`src/rtl/inv_mix_columns_seq.sv`:
```
// Iterative AES InvMixColumns for the decryption round loop.
// A 128-bit state is accepted on a valid/ready handshake. The block then
// transforms COLS_PER_CYC columns per clock, in place in a work register, and
// presents the finished state on a second valid/ready handshake.
// COLS_PER_CYC may be 1, 2 or 4. One pass over the whole state takes
// 4/COLS_PER_CYC clocks.
// Byte layout: column c = [127-32c -: 32], and row 0 is the column MSB byte.
module inv_mix_columns_seq #(
    parameter int COLS_PER_CYC = 1
) (
    input  logic         clk,
    input  logic         rst,
    input  logic         in_valid,
    output logic         in_ready,
    input  logic [127:0] in_data,
    output logic         out_valid,
    input  logic         out_ready,
    output logic [127:0] out_data,
    output logic         busy
);

    // Column-counter increment. For COLS_PER_CYC=4 it truncates to 0, which
    // is correct because a single pass covers every column.
    localparam logic [1:0] COL_STEP_C = 2'(COLS_PER_CYC);
    // Start column of the pass that finishes column 3.
    localparam logic [1:0] LAST_COL_C = 2'(4 - COLS_PER_CYC);

    typedef enum logic [1:0] {
        ST_IDLE = 2'd0,
        ST_BUSY = 2'd1,
        ST_DONE = 2'd2
    } state_t;

    state_t         state_r;
    state_t         state_nxt_s;
    logic [1:0]     col_idx_r;
    logic [1:0]     col_idx_nxt_s;
    logic [127:0]   work_r;
    logic [127:0]   work_nxt_s;
    logic [127:0]   work_mixed_s;
    logic [1:0]     col_sel_s;
    logic           out_valid_r;
    logic           busy_r;
    logic           in_ready_s;

    // GF(2^8) multiply by 2, reduced modulo 0x11b.
    function automatic logic [7:0] xtime(input logic [7:0] b);
        logic [7:0] r;
        if (b[7]) begin
            r = {b[6:0], 1'b0} ^ 8'h1b;
        end else begin
            r = {b[6:0], 1'b0};
        end
        return r;
    endfunction

    // InvMixColumns applied to a single 32-bit column (row 0 in the MSB byte).
    function automatic logic [31:0] inv_mix_col(input logic [31:0] col);
        logic [7:0] a  [4];
        logic [7:0] x2 [4];
        logic [7:0] x4 [4];
        logic [7:0] x8 [4];
        logic [7:0] m9 [4];
        logic [7:0] mb [4];
        logic [7:0] md [4];
        logic [7:0] me [4];
        for (int r = 0; r < 4; r++) begin
            a[r]  = col[31-8*r -: 8];
            x2[r] = xtime(a[r]);
            x4[r] = xtime(x2[r]);
            x8[r] = xtime(x4[r]);
            m9[r] = x8[r] ^ a[r];
            mb[r] = x8[r] ^ x2[r] ^ a[r];
            md[r] = x8[r] ^ x4[r] ^ a[r];
            me[r] = x8[r] ^ x4[r] ^ x2[r];
        end
        return {me[0] ^ mb[1] ^ md[2] ^ m9[3],
                m9[0] ^ me[1] ^ mb[2] ^ md[3],
                md[0] ^ m9[1] ^ me[2] ^ mb[3],
                mb[0] ^ md[1] ^ m9[2] ^ me[3]};
    endfunction

    // Replace the columns selected by col_idx with their transformed values.
    always_comb begin
        work_mixed_s = work_r;
        col_sel_s    = 2'd0;
        for (int k = 0; k < COLS_PER_CYC; k++) begin
            col_sel_s = col_idx_r + 2'(k);
            work_mixed_s[{~col_sel_s, 5'd0} +: 32] = inv_mix_col(work_r[{~col_sel_s, 5'd0} +: 32]);
        end
    end

    // Input acceptance: always in IDLE; in DONE only when the result is being taken.
    always_comb begin
        in_ready_s = 1'b0;
        case (state_r)
            ST_IDLE: in_ready_s = 1'b1;
            ST_DONE: in_ready_s = out_ready;
            ST_BUSY: in_ready_s = 1'b0;
            default: in_ready_s = 1'b0;
        endcase
    end

    // Next-state, column counter and work register update.
    always_comb begin
        state_nxt_s   = state_r;
        col_idx_nxt_s = col_idx_r;
        work_nxt_s    = work_r;
        case (state_r)
            ST_IDLE: begin
                if (in_valid) begin
                    work_nxt_s    = in_data;
                    col_idx_nxt_s = 2'd0;
                    state_nxt_s   = ST_BUSY;
                end else begin
                    state_nxt_s   = ST_IDLE;
                end
            end
            ST_BUSY: begin
                work_nxt_s    = work_mixed_s;
                col_idx_nxt_s = col_idx_r + COL_STEP_C;
                if (col_idx_r == LAST_COL_C) begin
                    state_nxt_s = ST_DONE;
                end else begin
                    state_nxt_s = ST_BUSY;
                end
            end
            ST_DONE: begin
                if (out_ready) begin
                    if (in_valid) begin
                        work_nxt_s    = in_data;
                        col_idx_nxt_s = 2'd0;
                        state_nxt_s   = ST_BUSY;
                    end else begin
                        state_nxt_s   = ST_IDLE;
                    end
                end else begin
                    state_nxt_s = ST_DONE;
                end
            end
            default: begin
                state_nxt_s   = ST_IDLE;
                col_idx_nxt_s = 2'd0;
            end
        endcase
    end

    // State, datapath and registered status flags. Reset discards any partial transform.
    always_ff @(posedge clk) begin
        if (rst) begin
            state_r     <= ST_IDLE;
            col_idx_r   <= 2'd0;
            work_r      <= 128'd0;
            out_valid_r <= 1'b0;
            busy_r      <= 1'b0;
        end else begin
            state_r     <= state_nxt_s;
            col_idx_r   <= col_idx_nxt_s;
            work_r      <= work_nxt_s;
            out_valid_r <= (state_nxt_s == ST_DONE);
            busy_r      <= (state_nxt_s == ST_BUSY);
        end
    end

    assign in_ready  = in_ready_s;
    assign out_valid = out_valid_r;
    assign busy      = busy_r;
    assign out_data  = work_r;

endmodule

```
`config.mk`:
```
export PLATFORM = sky130hd
export DESIGN_NAME = inv_mix_columns_seq
export DESIGN_NICKNAME = d
export VERILOG_FILES = /design/src/rtl/inv_mix_columns_seq.sv
export SDC_FILE = /design/constraint.sdc
export NUM_CORES = 1
export LEC_CHECK = 0
export ABC_AREA = 0
export CORE_ASPECT_RATIO = 1.5
export CORE_MARGIN = 1.5
export CORE_UTILIZATION = 40
export CTS_BUF_LIST = sky130_fd_sc_hd__clkbuf_4 sky130_fd_sc_hd__clkbuf_8
export DETAILED_ROUTE_END_ITERATION = 16
export GPL_TIMING_DRIVEN = 0
export PLACE_DENSITY = 0.69
export SYNTH_ARGS = -nofsm -noshare
export SYNTH_HDL_FRONTEND = slang
export SYNTH_SLANG_ARGS = --single-unit
```
`constraint.sdc`:
```
create_clock -name clk -period 4.2 [get_ports clk]
set_input_delay 0.84 -clock clk [delete_from_list [all_inputs] [get_ports clk]]
set_output_delay 0.84 -clock clk [all_outputs]
set_load 0.01 [all_outputs]
```
==> results by group, run 1 <==
Floorplan
  • FP Rows: 67
  • Top Ports: 263
  • Chip Width: 125 µm
  • Die Y: between 150 and 200 µm
  • Initial Utilization: 0.404
  • Core area: around 22000 µm²
  • Die Area: 23400 µm²

CTS
  • Clk Tree Root Cell: clkbuf_8
  • Clk slew on worst S/H paths: about 0.090 ns
  • # clock sinks: roughly 130
  • Clock latency on the worst-skew pair: between 0.4 and 0.5 ns
  • Postcts setup bufs: 0
  • H-Tree Depth: 4
  • CTS tree: yes
  • Clock buffer depth: 2
  • Hold Buf Count CTS: 0
  • Inserted Clock Buffers: 17

Global routing
  • Initial antenna violation count: 1
  • Vias in the first global route: between 9k and 10k
  • GRT overflow: 0
  • Global-route wire length before repair: around 62000 µm
  • Pin count of the biggest net entering global routing: 17
  • Gr usage total: 0.363

Pwr
  • Sw power: 4.40 mW
  • Max rail drop VDD: between 0.5 and 0.6 mV
  • Seq pwr share: 0.163
  • Switching part of the total: 0.463
  • PD cells: 762 nW/µm²
  • Clock network fraction of total power: 0.146
  • Combinational Power Share: 0.690
  • P_leak: between 4 and 5 nW
  • Int Power: a little over 5 mW

Detailed routing
  • Wirelength, routed: approximately 43000 µm
  • Via density: 6.24
  • First-pass iteration count of the detailed router: 6
  • Number of routed nets with antenna violations: 0
  • Post-DR wirelength/cell: around 29 µm
  • Total vias in the final route: a little over 9k
  • Residual DRC: 0
  • 1st-iter DRT viols: 1202

Finish
  • Area added between synthesis and finish: 38.8%
  • Filler Cell Count: roughly 2k
  • Share of cells above drive strength 1: 0.104
  • Final-stage net count: ~1.3k
  • Final cell count without fillers: around 1.5k
  • Register area: between 2000 and 3000 µm²
  • Multi-input combinational cell area: a little under 6000 µm²

Job
  • Max-cap violations: 0

Critical path
  • Cells on worst reg2reg path: 11
  • Critical Path End Type: flip-flop
  • CP required: 4.60 ns
  • FF-to-FF End: out_data[63]
  • CP Class: flip-flop to flip-flop
  • Slack of the worst reg-to-reg path: about 0.029 ns
  • Worst r2r src: col_idx_r[0]
  • CP Max Fanout: 10
  • Critical path startpoint category: flip-flop
  • Arrival time of the worst setup path: 4.57 ns

Logic synthesis
  • Seq/Total Area, Yosys: 0.299
  • Main synth FF type: dfxtp_1
  • YS warnings: 0
  • EDFF count, synth: 0
  • Avg Inst Size Synth: slightly below 10 µm²
  • Distinct cells, synth: 46
  • Post-synth ARST share: 0
  • Flops & latches, synth: approximately 130
  • Cells after Synth: around 920
  • Mapped cell area: 8980 µm²
  • Post-synthesis net count: between 1k and 1.5k

STA
  • Fmax: between 200 and 250 MHz
  • Final WS setup: about 0.029 ns
  • Pins Over Slew Limit: 0
  • Fin. Hold Viols: 0
  • Tightest Pin Transition: between 1 and 1.5 ns
  • Final Skew: ~0.010 ns
  • Max-slew headroom: 0.144
  • Final Cycle Share: 0.993
  • Final setup fails: 0
  • Period minus WS final: about 4.2 ns

Worst hold path
  • Hold Startpoint: out_data[109]
  • Worst Hold Class: flip-flop to flip-flop
  • Hold path endpoint: out_data[109]
  • Hold depth: 2

Placed design
  • Detailed Place HPWL: around 32000 µm
  • GPL Wtd Cong: 1.00
  • PortBufs: approximately 260
  • Cell count after placement: ~1.5k
  • Pre-CTS setup slack: between 0.2 and 0.25 ns

Outcome
  • Run status: completed
==> timing repair <==
action | in CTS | in global routing
resized for setup | 0 | 5
endpoints found under the setup margin | 0 | 5
endpoints found under the hold margin | 0 | 0
==> worst max-delay path, cell delays in order (launching register included) <==
cell and delay (ns):
dfxtp_1 0.45, buf_6 0.29, buf_6 0.29, buf_2 0.40
inv_1 0.17, ha_1 0.31, clkbuf_1 0.36, and3_1 0.24
clkbuf_1 0.51, clkbuf_1 0.66, a221oi_1 0.19, nor3_1 0.19
==> state kept, by name, summed over array words and instances (netlist names) <==
register   cells
out_data     128
col_idx_r      2
state_r        2
busy           1
out_valid      1
==> per-layer routing <==
layer / part of all wire / up-vias / GRT usage
li1: - / 3891 / -
met1: 0.34 / 4401 / 0.419
met2: 0.46 / 780 / 0.577
met3: 0.11 / 235 / 0.0860
met4: 0.092 / 0 / 0.281
met5: 0 / - / 0
==> through the flow <==
step / hold WS (ns) / utilization / TNS (ns) / total power [mW] / cell area, µm²
floorplan: 0.499 / - / 0 / 5.87 / 8980
global placement: 0.491 / 0.537 / 0 / 7.75 / 11900
detailed placement: 0.498 / 0.537 / 0 / 7.79 / 11900
CTS: 0.510 / 0.560 / 0 / 9.18 / 12400
global route: 0.527 / 0.561 / -0.233 / 9.69 / 12500
finish: 0.508 / 0.561 / 0 / 9.50 / 12500
==> logic make-up (layout without fill, tap and decap cells) <==
family	after synthesis	in the layout	synth area share
buffers and inverters	83	376	0.0429
DFF	134	134	0.299
AOI/OAI and AO/OA	164	164	0.143
and+or+nand+nor	322	322	0.156
muxes	40	40	0.0896
adders and majority gates	4	4	0.00557
xor gates and xnor gates	174	174	0.264
other	0	1	0
==> synthesized netlist by cell type (5+ instances only) <==
cell,number,area [µm²]
clkbuf_1,63,236
xnor3_1,32,721
a221oi_2,10,150
nand2_1,39,146
nor2_1,171,642
o211ai_1,7,52.6
buf_2,8,40.0
a211oi_1,44,330
a2bb2oi_1,6,52.6
o22a_1,8,70.1
xor3_1,10,238
mux4_2,31,698
mux2i_1,8,80.1
dfxtp_1,134,2680
xnor2_2,8,130
xnor2_1,85,744
buf_6,5,56.3
o21ai_0,8,40.0
xnor3_2,5,119
a221oi_1,46,403
xor2_1,25,219
nor3_1,90,450
a21oi_1,29,145
nor3_2,6,60.1
==> power by group through the flow <==
| stage | sequential [mW] | clock [mW] | combinational, mW |
|---|---|---|---|
| global route | 1.56 | 1.43 | 6.69 |
| finish | 1.55 | 1.39 | 6.55 |
| floorplan | 1.59 | 0 | 4.28 |
| global placement | 1.57 | 0 | 6.18 |
| detailed placement | 1.57 | 0 | 6.22 |
| CTS | 1.54 | 1.38 | 6.26 |
==> area by class of cell <==
class,instances,share of cell area
Clock buffer,18,0.0199
Timing Repair Buffer,261,0.210
Antenna cell,1,0.000201
Multi-Input combinational cell,704,0.477
Buffer,81,0.0303
Sequential cell,134,0.215
Inverter,2,0.000602
Tap cell,276,0.0277
Clock inverter,14,0.0198
==> worst max-delay path by stage <==
| stage | start | endpoint | slack [ns] | cells after the start |
|---|---|---|---|---|
| 3_3_place_gp | col_idx_r[0] | out_data[108] | 0.24 | 10 |
| 5_1_grt | col_idx_r[0] | out_data[63] | -0.05 | 11 |
| 6_report | col_idx_r[0] | out_data[63] | 0.03 | 11 |
| 2_1_floorplan | col_idx_r[0] | out_data[61] | 1.09 | 10 |
| 3_5_place_dp | col_idx_r[0] | out_data[104] | 0.21 | 10 |
| 4_1_cts | col_idx_r[0] | out_data[104] | 0.19 | 10 |
==> cell usage in the layout (no fill, tap or decap), drive strengths merged <==
cell type / netlist / final
nand2: 39 / 39
and2: 1 / 1
nand2b: 3 / 3
nor3: 96 / 96
o21a: 2 / 2
mux2i: 8 / 8
diode: 0 / 1
a22oi: 1 / 1
mux4: 32 / 32
nor4b: 1 / 1
nand3b: 1 / 1
o21ai: 10 / 10
or3: 2 / 2
inv: 2 / 5
dfxtp: 134 / 134
o22a: 8 / 8
a211oi: 44 / 44
bufinv: 0 / 6
xnor2: 95 / 95
clkbuf: 63 / 81
ha: 4 / 4
nor2b: 2 / 2
a2bb2oi: 6 / 6
nand3: 3 / 3
xor3: 12 / 12
xor2: 30 / 30
clkdlybuf4s50: 0 / 261
or2: 2 / 2
o211ai: 7 / 7
nor2: 171 / 171
buf: 18 / 18
a221oi: 56 / 56
and3: 1 / 1
xnor3: 37 / 37
clkinvlp: 0 / 2
clkinv: 0 / 3
a31oi: 1 / 1
a21oi: 29 / 29
(Power assumes the default switching activity.)
==> run 2, diff against run 1 <==
--- a/config.mk
+++ b/config.mk
@@ -12,7 +12,7 @@
 export CTS_BUF_LIST = sky130_fd_sc_hd__clkbuf_4 sky130_fd_sc_hd__clkbuf_8
 export DETAILED_ROUTE_END_ITERATION = 16
 export GPL_TIMING_DRIVEN = 0
-export PLACE_DENSITY = 0.69
+export PLACE_DENSITY = 0.72
 export SYNTH_ARGS = -nofsm -noshare
 export SYNTH_HDL_FRONTEND = slang
 export SYNTH_SLANG_ARGS = --single-unit
==> constraint.sdc (replaced) <==
create_clock -name clk -period 3.4 [get_ports clk]
set_input_delay 0.68 -clock clk [delete_from_list [all_inputs] [get_ports clk]]
set_output_delay 0.68 -clock clk [all_outputs]
set_load 0.01 [all_outputs]
==> results by group, run 2 (synthesis results as in run 1) <==
Outcome
  • Run status: complete, but fails checks
  • Violated checks: negative setup slack

Critical path
  • Slack of the worst reg-to-reg path: -0.03 ns (-0.06 ns)
  • Critical Path End Type: flip-flop
  • CP required: 3.79 ns (-0.81 ns)
  • CP Class: flip-flop to flip-flop
  • Critical path startpoint category: flip-flop
  • FF-to-FF End: out_data[93]
  • Cells on worst reg2reg path: 9 (-2)
  • CP Max Fanout: 10 (unchanged)
  • Worst r2r src: col_idx_r[1]
  • Arrival time of the worst setup path: 3.83 ns (-0.74 ns)
  • CP Launch Point: col_idx_r[1]
  • Setup crit end: out_data[93]

Floorplan
  • FP Rows: 67 (unchanged)
  • Die Y: 186 µm (unchanged)
  • Die Area: 23400 µm² (unchanged)
  • Top Ports: 263 (unchanged)
  • Initial Utilization: 0.404 (unchanged)
  • Core area: 22200 µm² (unchanged)
  • Chip Width: 125 µm (unchanged)

Global routing
  • Gr usage total: 0.360 (-0.00283)
  • Pin count of the biggest net entering global routing: 17 (unchanged)
  • GRT overflow: 0 (unchanged)
  • Initial antenna violation count: 0 (-1)
  • GR peak layer: met2
  • Grt met3 use: 0.0946 (+0.00860)
  • Vias in the first global route: 9334 (+0.16%)
  • Global-route wire length before repair: 61300 µm (-0.77%)
  • Met2 Use GR: 0.587 (+0.0101)
  • Grt met1 use: 0.412 (-0.00646)

Finish
  • Most frequent cells in the layout: 261 x clkdlybuf4s50_1, 170 x nor2_1, 133 x dfxtp_1
  • Area added between synthesis and finish: 43.3%
  • Post-route cell area: 12900 µm² (+3.2%)
  • Share of cells above drive strength 1: 0.151 (+0.0474)
  • Final cell count without fillers: 1506 (+1.0%)
  • Register area: 2690 µm² (+0.14%)
  • Multi-input combinational cell area: 6230 µm² (+4.9%)
  • Max FFs per register: 128 (unchanged)
  • Ant diodes: 0 (-1)
  • Leading cell type in the layout, fill and taps excluded: clkdlybuf4s50_1
  • Filler Cell Count: 1935 (-2.5%)
  • Final-stage net count: 1353 (+1.2%)

Pwr
  • Max rail drop VDD: 0.784 mV (+47%)
  • P_leak: 4.89 nW (+3.4%)
  • PD cells: 963 nW/µm² (+26%)

STA
  • Final TNS setup: -0.0579 ns (-0.0579 ns)
  • Fin. Hold Viols: 0 (unchanged)
  • Max-slew headroom: 0.188 (+0.0445)
  • Final WS setup: -0.0335 ns (-0.0620 ns)
  • Final setup fails: 3 (+3)
  • Pins Over Slew Limit: 0 (unchanged)
  • Tightest Pin Transition: 1.22 ns (-0.0668 ns)
  • Final Cycle Share: 1.01 (+0.0166)
  • Fmax: 291 MHz (+21%)
  • Final Skew: 0.0199 ns (+0.00978 ns)
  • Period minus WS final: 3.43 ns (-0.738 ns)

CTS
  • Hold Buf Count CTS: 0 (unchanged)
  • H-Tree Depth: 4 (unchanged)
  • Clk slew on worst S/H paths: 0.08 ns (about the same)
  • CTS tree: yes
  • Inserted Clock Buffers: 17 (unchanged)
  • Clock buffer depth: 2 (unchanged)
  • Clock latency on the worst-skew pair: 0.48 ns (about the same)
  • # clock sinks: 134 (unchanged)
  • Clk Tree Root Cell: clkbuf_8

Placed design
  • Placed Instance Area: 11900 µm² (unchanged)
  • Cell count after placement: 1458 (unchanged)
  • Detailed Place HPWL: 31900 µm (+0.82%)
  • GPL Wtd Cong: 0.994 (-0.56%)
  • PortBufs: 261 (unchanged)

Detailed routing
  • 1st-iter DRT viols: 1059 (-12%)
  • Total vias in the final route: 9485 (+1.9%)
  • Via density: 6.30 (+0.90%)
  • Post-DR wirelength/cell: 28.5 µm (-0.40%)
  • Residual DRC: 0 (unchanged)
  • Wirelength, routed: 43000 µm (+0.60%)
  • First-pass iteration count of the detailed router: 7 (+1)
  • Number of routed nets with antenna violations: 0 (unchanged)

Job
  • Max-cap violations: 0 (unchanged)

Worst hold path
  • Worst Hold Class: flip-flop to flip-flop
## run 2: cell types whose count changed in the layout (fill, tap and decap cells not counted), sizes merged
cell	previous run	this run
clkinvlp	2	3
diode	1	0
bufinv	6	2
clkinv	3	4
buf	18	35
inv	5	6
## run 2: worst max-delay path: stages, from the launching register on
cell	delay, ns
dfxtp_1	0.40
buf_6	0.19
buf_8	0.19
buf_8	0.21
inv_1	0.09
ha_1	0.23
a21oi_1	0.90
clkbuf_1	0.79
a221oi_1	0.13
nor3_1	0.21
## run 2: per-layer routing
layer	share of wire	routed length (µm)
met1	0.34	14400
met2	0.47	20200
met3	0.11	4900
met4	0.081	3470
met5	0	0
## run 2: worst min-delay path by stage
stage / start / to / cells after the start
after floorplan: out_data[3] / out_data[3] / 2
after global placement: out_data[94] / out_data[94] / 2
after detailed placement: out_data[124] / out_data[124] / 2
after CTS: out_data[124] / out_data[124] / 2
after global routing: out_data[124] / out_data[124] / 2
final: out_data[83] / out_data[83] / 2
## run 2: per-stage QoR
step           power [mW]  utilization  hold WS [ns]  worst slack (ns)
5_1_grt              12.7        0.579         0.543           -0.0342
6_report             12.4        0.579         0.518           -0.0335
3_5_place_dp         9.68        0.537         0.499            -0.585
4_1_cts              11.7        0.567         0.512           0.00318
2_1_floorplan        7.25            -         0.499             0.288
3_3_place_gp         9.65        0.537         0.490            -0.535
## run 2: power breakdown
group	leakage, nW	switching, mW	total (mW)	internal (mW)
clock	0.197	0.725	1.41	0.687
combinational	3.59	4.91	9.05	4.15
sequential	1.11	0.184	1.92	1.74
## run 2: cell type report
class / count / area share
Clock buffer: 19 / 0.0198
Timing Repair Buffer: 278 / 0.213
Multi-Input combinational cell: 704 / 0.485
Clock inverter: 13 / 0.0113
Sequential cell: 134 / 0.209
Buffer: 80 / 0.0348
Tap cell: 276 / 0.0268
Inverter: 2 / 0.000584
## run 2: repair_timing
action                     CTS  global route
pin swaps                    7            15
resized for setup           43            33
buffers inserted             6            11
setup endpoints to repair  118            71
